[config.mk]
export PLATFORM = sky130hd
export DESIGN_NAME = tm1638_key_reader
export DESIGN_NICKNAME = d
export VERILOG_FILES = /design/src/rtl/tm1638_key_reader.sv
export SDC_FILE = /design/constraint.sdc
export NUM_CORES = 1
export LEC_CHECK = 0
export CAP_MARGIN = 20
export CORE_ASPECT_RATIO = 1.75
export CORE_MARGIN = 2
export CORE_UTILIZATION = 30
export DETAILED_ROUTE_END_ITERATION = 7
export SETUP_SLACK_MARGIN = 0.05
export SLEW_MARGIN = 10
export SYNTH_ARGS = -nofsm -noshare
export SYNTH_HDL_FRONTEND = slang
export SYNTH_SLANG_ARGS = --single-unit
export TNS_END_PERCENT = 50
[constraint.sdc]
create_clock -name clk -period 2.54 [get_ports clk]
set_input_delay 0.254 -clock clk [delete_from_list [all_inputs] [get_ports clk]]
set_output_delay 0.254 -clock clk [all_outputs]
set_load 0.01 [all_outputs]
[src/rtl/tm1638_key_reader.sv]
// TM1638 key-scan reader.
// Frames one read transaction on the TM1638 3-wire bus: strobe low, the
// read-key command shifted out LSB first, a settling gap with DIO released,
// then 32 data bits clocked in LSB first. The captured word is published on
// raw and reduced to an 8-button vector on keys. The top level owns the pins
// and the tristate; this block only produces drive/enable values.
module tm1638_key_reader #(
  parameter int unsigned HALF_PERIOD = 200,
  parameter int unsigned WAIT_CYCLES = 200,
  parameter logic [7:0]  CMD_READ    = 8'h42
) (
  input  logic        clk,
  input  logic        rst,
  input  logic        start,
  output logic        busy,
  output logic        done,
  output logic [31:0] raw,
  output logic [7:0]  keys,
  output logic        stb,
  output logic        clk1,
  output logic        dio_out,
  output logic        dio_oe,
  input  logic        dio_in
);

  // One counter serves both the half-period divider and the WAIT gap, so it
  // must be wide enough for the larger of the two terminal counts.
  localparam int unsigned CNT_MAX = (HALF_PERIOD > WAIT_CYCLES) ? HALF_PERIOD : WAIT_CYCLES;
  localparam int unsigned CNT_W   = (CNT_MAX > 2) ? $clog2(CNT_MAX) : 1;

  localparam logic [CNT_W-1:0] HP_LAST   = CNT_W'(HALF_PERIOD - 1);
  localparam logic [CNT_W-1:0] WAIT_LAST = CNT_W'(WAIT_CYCLES - 1);
  localparam logic [CNT_W-1:0] CNT_ZERO  = {CNT_W{1'b0}};
  localparam logic [CNT_W-1:0] CNT_ONE   = CNT_W'(1);

  // Ticks per phase: 8 command bits and 32 data bits, two ticks per bit.
  localparam logic [5:0] CMD_LAST_TICK  = 6'd15;
  localparam logic [5:0] READ_LAST_TICK = 6'd63;

  localparam logic [2:0] ST_IDLE = 3'd0;
  localparam logic [2:0] ST_CMD  = 3'd1;
  localparam logic [2:0] ST_WAIT = 3'd2;
  localparam logic [2:0] ST_READ = 3'd3;
  localparam logic [2:0] ST_STOP = 3'd4;

  logic [2:0]       state_r;
  logic [CNT_W-1:0] div_r;
  logic [5:0]       tick_cnt_r;
  logic [31:0]      shift_r;

  logic tick_s;
  logic wait_end_s;
  logic fall_tick_s;
  logic last_cmd_tick_s;
  logic last_read_tick_s;
  logic accept_s;

  // Button layout of the LED&KEY board: each scan byte carries two buttons,
  // one in bit 0 and one in bit 4; everything else in the byte is unused.
  function automatic logic [7:0] decode_keys(input logic [31:0] word);
    logic [7:0] k;
    k = 8'h00;
    for (int i = 0; i < 4; i++) begin
      k[i]     = word[8*i];
      k[i + 4] = word[8*i + 4];
    end
    return k;
  endfunction

  // Divider terminal counts and bit-phase decode shared by the sequencer.
  always_comb begin
    tick_s           = 1'b0;
    wait_end_s       = 1'b0;
    fall_tick_s      = 1'b0;
    last_cmd_tick_s  = 1'b0;
    last_read_tick_s = 1'b0;
    accept_s         = 1'b0;

    if (div_r == HP_LAST) begin
      tick_s = 1'b1;
    end else begin
      tick_s = 1'b0;
    end

    if (div_r == WAIT_LAST) begin
      wait_end_s = 1'b1;
    end else begin
      wait_end_s = 1'b0;
    end

    // Tick counter starts at 0, so even counts are the 1st, 3rd, ... ticks:
    // those drop the serial clock, the others raise it.
    if (tick_cnt_r[0] == 1'b0) begin
      fall_tick_s = 1'b1;
    end else begin
      fall_tick_s = 1'b0;
    end

    if (tick_cnt_r == CMD_LAST_TICK) begin
      last_cmd_tick_s = 1'b1;
    end else begin
      last_cmd_tick_s = 1'b0;
    end

    if (tick_cnt_r == READ_LAST_TICK) begin
      last_read_tick_s = 1'b1;
    end else begin
      last_read_tick_s = 1'b0;
    end

    // The done cycle is spent in IDLE; a request seen then is dropped so a
    // held start yields one clean idle cycle between scans.
    if ((state_r == ST_IDLE) && start && !done) begin
      accept_s = 1'b1;
    end else begin
      accept_s = 1'b0;
    end
  end

  // Transfer sequencer: state, divider, tick counter, pin outputs and results.
  always_ff @(posedge clk) begin
    if (!rst) begin
      state_r    <= ST_IDLE;
      div_r      <= CNT_ZERO;
      tick_cnt_r <= 6'd0;
      shift_r    <= 32'h0000_0000;
      stb        <= 1'b1;
      clk1       <= 1'b1;
      dio_out    <= 1'b0;
      dio_oe     <= 1'b0;
      busy       <= 1'b0;
      done       <= 1'b0;
      raw        <= 32'h0000_0000;
      keys       <= 8'h00;
    end else begin
      done <= 1'b0;
      case (state_r)
        ST_IDLE: begin
          div_r      <= CNT_ZERO;
          tick_cnt_r <= 6'd0;
          stb        <= 1'b1;
          clk1       <= 1'b1;
          dio_oe     <= 1'b0;
          if (accept_s) begin
            state_r <= ST_CMD;
            stb     <= 1'b0;
            dio_oe  <= 1'b1;
            dio_out <= 1'b0;
            busy    <= 1'b1;
          end else begin
            busy <= 1'b0;
          end
        end

        ST_CMD: begin
          if (tick_s) begin
            div_r <= CNT_ZERO;
            if (fall_tick_s) begin
              // New command bit goes out with the falling edge so it is
              // stable for the whole low half before the device samples.
              clk1    <= 1'b0;
              dio_out <= CMD_READ[tick_cnt_r[3:1]];
            end else begin
              clk1 <= 1'b1;
            end
            if (last_cmd_tick_s) begin
              state_r    <= ST_WAIT;
              tick_cnt_r <= 6'd0;
              dio_oe     <= 1'b0;
              dio_out    <= 1'b0;
            end else begin
              tick_cnt_r <= tick_cnt_r + 6'd1;
            end
          end else begin
            div_r <= div_r + CNT_ONE;
          end
        end

        ST_WAIT: begin
          // DIO is released and the clock parked high while the device
          // turns the line around.
          clk1 <= 1'b1;
          if (wait_end_s) begin
            state_r <= ST_READ;
            div_r   <= CNT_ZERO;
          end else begin
            div_r <= div_r + CNT_ONE;
          end
        end

        ST_READ: begin
          if (tick_s) begin
            div_r <= CNT_ZERO;
            if (fall_tick_s) begin
              clk1 <= 1'b0;
            end else begin
              // Device updates DIO after the fall; capture on the rise.
              clk1                       <= 1'b1;
              shift_r[tick_cnt_r[5:1]]   <= dio_in;
            end
            if (last_read_tick_s) begin
              state_r    <= ST_STOP;
              tick_cnt_r <= 6'd0;
            end else begin
              tick_cnt_r <= tick_cnt_r + 6'd1;
            end
          end else begin
            div_r <= div_r + CNT_ONE;
          end
        end

        ST_STOP: begin
          // Hold strobe low for one more half period with the clock high,
          // then close the frame and publish the result.
          clk1 <= 1'b1;
          if (tick_s) begin
            state_r <= ST_IDLE;
            div_r   <= CNT_ZERO;
            stb     <= 1'b1;
            busy    <= 1'b0;
            done    <= 1'b1;
            raw     <= shift_r;
            keys    <= decode_keys(shift_r);
          end else begin
            div_r <= div_r + CNT_ONE;
          end
        end

        default: begin
          state_r    <= ST_IDLE;
          div_r      <= CNT_ZERO;
          tick_cnt_r <= 6'd0;
          stb        <= 1'b1;
          clk1       <= 1'b1;
          dio_out    <= 1'b0;
          dio_oe     <= 1'b0;
          busy       <= 1'b0;
        end
      endcase
    end
  end

endmodule

### Yosys cells after proc, flatten, opt, wreduce, memory -nomap -nowiden

Memories as Yosys holds them, arrays and structs flattened. A register that Yosys moved wholly into a read port is not among the register bits.
Cells that the tools add are included.

* add/sub/neg operators: 2
* reduce and logical (&&, ||, !) cells: 20
* multiplexer cells: 39
* bitwise operators: 5
* equality and inequality tests: 15
* magnitude comparators: 3

Operator list (count)
* $bwmux W32: 1
* $mux W3: 9
* $mux W6: 4
* $mux W1: 18
* $pmux W6 S3: 1
* $pmux W3 S5: 1
* $ne A2 B2 Y1 const B: 7
* $pmux W1 S3: 4
* $reduce_and A3 Y1: 3
* $reduce_or A3 Y1: 3
* $add A8 B1 Y8 const B: 1
* $eq A8 B8 Y1 const B: 1
* $reduce_and A2 Y1: 4
* $reduce_and A7 Y1: 1
* $add A6 B1 Y6 const B: 1
* $eq A3 B2 Y1 const B: 2
* $eq A6 B4 Y1 const B: 1
* $eq A6 B6 Y1 const B: 1
* $lt A5 B6 Y1 const B: 1
* $demux W1 S5: 1
* $ge A5 B1 Y1 const B: 1
* $not A1 Y1: 5
* $lt A3 B4 Y1 const B: 1
* $reduce_and A4 Y1: 1
* 8 further kinds: 11

* memories: 1
* output and inout port bits: 46
* bits in read-only memories: 8
* logic and storage cells: 97
* input bits: 4
* bits in registers: 95

Memories
* (no name shown): words 8, bits a word 1, read ports 1, clocked after Yosys merged registers in 1, write ports 0, line 162 `dio_out <= CMD_READ[tick_cnt_r[3:1]];`

### Depth between registers and ports, before layout

* word-level depth: 7
* gate-level depth with buffers: 9
* depth with buffers taken out: 7

### Worst setup path after synthesis

OpenSTA, ideal clock, no wires.

* path type: register to register
* start: register div_r[0]
* end: register shift_r[12]
* path buffers: 1
* period minus slack after synthesis: 2.082 ns
* setup time: 0.116 ns
* stages on the path, launching flop included: 9
* required time: 2.424 ns
* slack: 0.458 ns
* arrival: 1.966 ns
* cells stage by stage: dfxtp_1 ha_1 and4b_4 nand3_4 or4_1 buf_4 nor3_4 mux2i_1 nor2b_1

* word-level cells in the longest chain between the ends: 3

RTL lines
* from (decl): line 47 `logic [CNT_W-1:0] div_r;`
* from (signal assigned): line 175 `div_r <= div_r + CNT_ONE;`
* from (signal assigned): line 187 `div_r <= div_r + CNT_ONE;`
* from (signal assigned): line 208 `div_r <= div_r + CNT_ONE;`
* $eq A8 B8 Y1: line 79 `if (div_r == HP_LAST) begin`
* $mux W1: line 79
* $reduce_and A3 Y1 (no line)
* to (signal, indexed assignment): line 199 `shift_r[tick_cnt_r[5:1]] <= dio_in;`
* to (decl): line 49 `logic [31:0] shift_r;`

No other way between the ends.
A chain may end at the register's enable or synchronous reset.

### Final worst setup path

Ends and elaborated chain as after synthesis.

==> impl_results.md <==
- Outcome: finished clean
- FMAX: ~440 MHz
- Largest net degree at the start of global routing: 44
- WS Path Type: flip-flop to flip-flop
- Highest metal used: met4
- Setup TNS: 0 ns
- Post-route cell area: 0.00491 mm2
- I/O Pins: 50
- Slowest stage cell, crit path: or4_1
- Post-synthesis sequential area ratio: 44.1%
- Crit path max fanout: 9
- First-pass GRT wire length: 14600 um
- Post_cts resized: 0
- Cts bufs inserted: 9
- Root buf cell: clkbuf_16
- Cells after Synth: 481
- FF+latch count, synth: 88
- Initial antenna violation count: 0
- Post-DP HPWL: roughly 6000 um
- CP peak stage delay: 0.74 ns
- Fin. Hold Viols: 0
- Via/cell ratio: 4.74
- RSZ-0062 raised after global routing: false
- R2r startpoint: div_r[0]
- Row cnt: 55
- MaxCap Viol Count: 0
- Routability congestion estimate from global placement: 0.770
- Reg-to-reg endpoint: shift_r[12]
- Worst Hold Slack: 0.414 ns
- Worst slew margin: 55.9%
- Post-layout minimum cycle time: 2.25 ns
- Hold buffers post-CTS: 0
- Syn Nets: 487
- Clock transition at path regs: around 0.060 ns
- Layout Skew: 0.00371 ns
- FF-to-FF setup slack: 0.29 ns
- Crit path DAT: 2.48 ns
- Actual slew at the worst max-slew pin: 0.656 ns
- CTS tree: done
- Post-Syn Area: approximately 0.004 mm2
- Clock sink total: 88
- Final number of setup-violating endpoints: 0
- Die Y-Extent: 157 um
- Synth Area per Inst: 8.30 um2
- Grt ovf: 0
- All-Layer GR Usage: 12.7%
- FFs w/ async S/R, synth: 0%
- H-Tree Depth: 3
- Placed Area: 0.00462 mm2
- Power density cells: 621 mW/mm2
- DIE WIDTH: about 90 um
- Max IR drop VDD: 307 uV
- Initial Utilization: just over 30%
- Critical Path Sink: shift_r[12]
- Initial DRC count: 134
- Clock latency on the worst-skew pair: 0.34 ns
- Final WS setup: 0.292 ns
- Worst Hold Class: primary input to flip-flop
- Layout cell share with drive strength beyond 1: 9.02%
- Worst setup path start: div_r[0]
- Post-synth EDFFs: 0
- Nets: 522
- Setup bufs post-CTS: 0
- Port Buffer Count: 49
- Pre-antenna DRT Iters: 5
- Final cycle utilization of the critical path: about 88%
- Vias in the first global route: 3115
- Pre-CTS setup slack: ~0.30 ns
- Via count: 3278
- Critical Path Start Type: flip-flop
- Core region area: 0.0129 mm2
- Met2 wire len: 4530 um
- Drt total wl: 8720 um
- Max-slew violations: 0
- YS warnings: 0
- Metal3 WL: 277 um
- Area Overhead vs Synth: 23.1%
- CP required: 2.77 ns
- R2R cell count: 7
- Deepest clock path buffer count: 2
- Post-DRT Antenna Nets: 0
- Setup crit end kind: flip-flop
- Crit-path cells: ha_1 -> and4b_4 -> nand3_4 -> or4_1 -> nor3_4 -> mux2i_1 -> nor2b_1
- Leak Pwr: 1.64 nW
- Unique masters post-synth: 46
- Wl on met1: 3770 um
- Per-cell routed wire length: around 13 um
- Fill cell count: roughly 1400
- Die area: 0.0143 mm2
- Fin util: 38.0%
- Post-synth top flop: dfxtp_1
- DRC viols: 0
- Antenna diode count: 0
-- routing by layer --
| layer | global-route usage (%) | vias to the layer above |
|---|---|---|
| li1 | - | 1673 |
| met1 | 13.7 | 1529 |
| met2 | 23.3 | 66 |
| met3 | 2.74 | 10 |
| met4 | 5.84 | 0 |
| met5 | 0 | - |
-- registers in the layout, indices dropped and copies added (netlist names), 3 cells and up, named ones only --
signal	cells
raw	32
shift_r	32
div_r	8
tick_cnt_r	6
state_r	3
-- worst min-delay path by stage --
stage | end | cells past startpoint | startpoint
floorplan | div_r[0] | 1 | div_r[0]
global placement | div_r[0] | 1 | div_r[0]
detailed placement | div_r[0] | 1 | div_r[0]
CTS | stb | 2 | rst
global route | stb | 2 | rst
finish | stb | 2 | rst
-- synth_stat cells, types with 5 or more instances --
cell / count / share of area (%)
nand2_1: 122 / 11
and3_1: 7 / 1.1
buf_2: 9 / 1.1
nand3_1: 37 / 4.6
nor2b_1: 12 / 1.9
o21ai_0: 8 / 1.0
clkbuf_1: 24 / 2.3
mux2i_1: 9 / 2.3
nand2b_1: 5 / 0.78
a21oi_1: 10 / 1.3
dfxtp_1: 88 / 44
a21boi_0: 59 / 11
nor2_1: 21 / 2.0
buf_4: 9 / 1.7
nor3_1: 6 / 0.75
-- per-stage QoR --
stage | power (W) | cells
after floorplan | 0.00167 | 481
after global placement | 0.00176 | 676
after detailed placement | 0.00177 | 676
after CTS | 0.00308 | 692
after global routing | 0.00317 | 692
final | 0.00305 | 692
-- cells in the final DEF (no fill, tap or decap), types with 2 or more instances in the layout --
master	instances
clkbuf_16	9
nor2_1	21
and3b_1	2
nand2_1	122
xnor2_1	3
and3_1	7
nand2b_4	3
nor3b_1	3
a21boi_0	59
nor2b_2	4
o2bb2ai_1	2
buf_4	18
ha_1	2
nand2b_1	5
a21boi_1	2
nand3_1	37
clkbuf_1	4
a21oi_1	10
mux2i_1	9
nor3_1	6
nor4_4	2
dfxtp_1	88
and2_1	4
inv_1	4
o21ai_0	8
nor2b_1	12
clkdlybuf4s50_1	48
xor2_1	4
or4_1	2
-- layout make-up --
| type | instances | area (um2) | share of cell area (%) |
|---|---|---|---|
| Sequential cell | 88 | 1760 | 35.8 |
| Inverter | 4 | 15.0 | 0.305 |
| Multi-Input combinational cell | 346 | 2010 | 40.9 |
| Timing Repair Buffer | 67 | 621 | 12.6 |
| Clock buffer | 14 | 254 | 5.17 |
| Tap cell | 171 | 214 | 4.35 |
| Clock inverter | 2 | 38.8 | 0.789 |
-- cells by family after synthesis --
| logic type | count (synthesis) | share of synthesized area (%) |
|---|---|---|
| multiplexers | 10 | 2.54 |
| AND/OR/NAND/NOR | 238 | 29.8 |
| AO/OA/AOI/OAI | 89 | 15.9 |
| adder cells (fa/ha/maj) | 2 | 0.626 |
| XOR/XNOR | 7 | 1.54 |
| flip-flops | 88 | 44.1 |
| buffers and inverters | 47 | 5.54 |
-- worst max-delay path: cells and delay by family (launching register included) --
family / cells / cell delay (ns)
fa+ha+maj: 1 / 0.24
flops: 1 / 0.35
mux: 1 / 0.20
simple gates: 5 / 1.34
-- power by group --
part           switching [W]  total, W  leakage (nW)  internal [W]
Sequential         0.0000417   0.00145         0.710       0.00141
Combinational       0.000161  0.000290         0.794      0.000129
Clock               0.000520   0.00131         0.141      0.000793
Total               0.000723   0.00305          1.64       0.00233
Power figures use the tool's default switching activity.
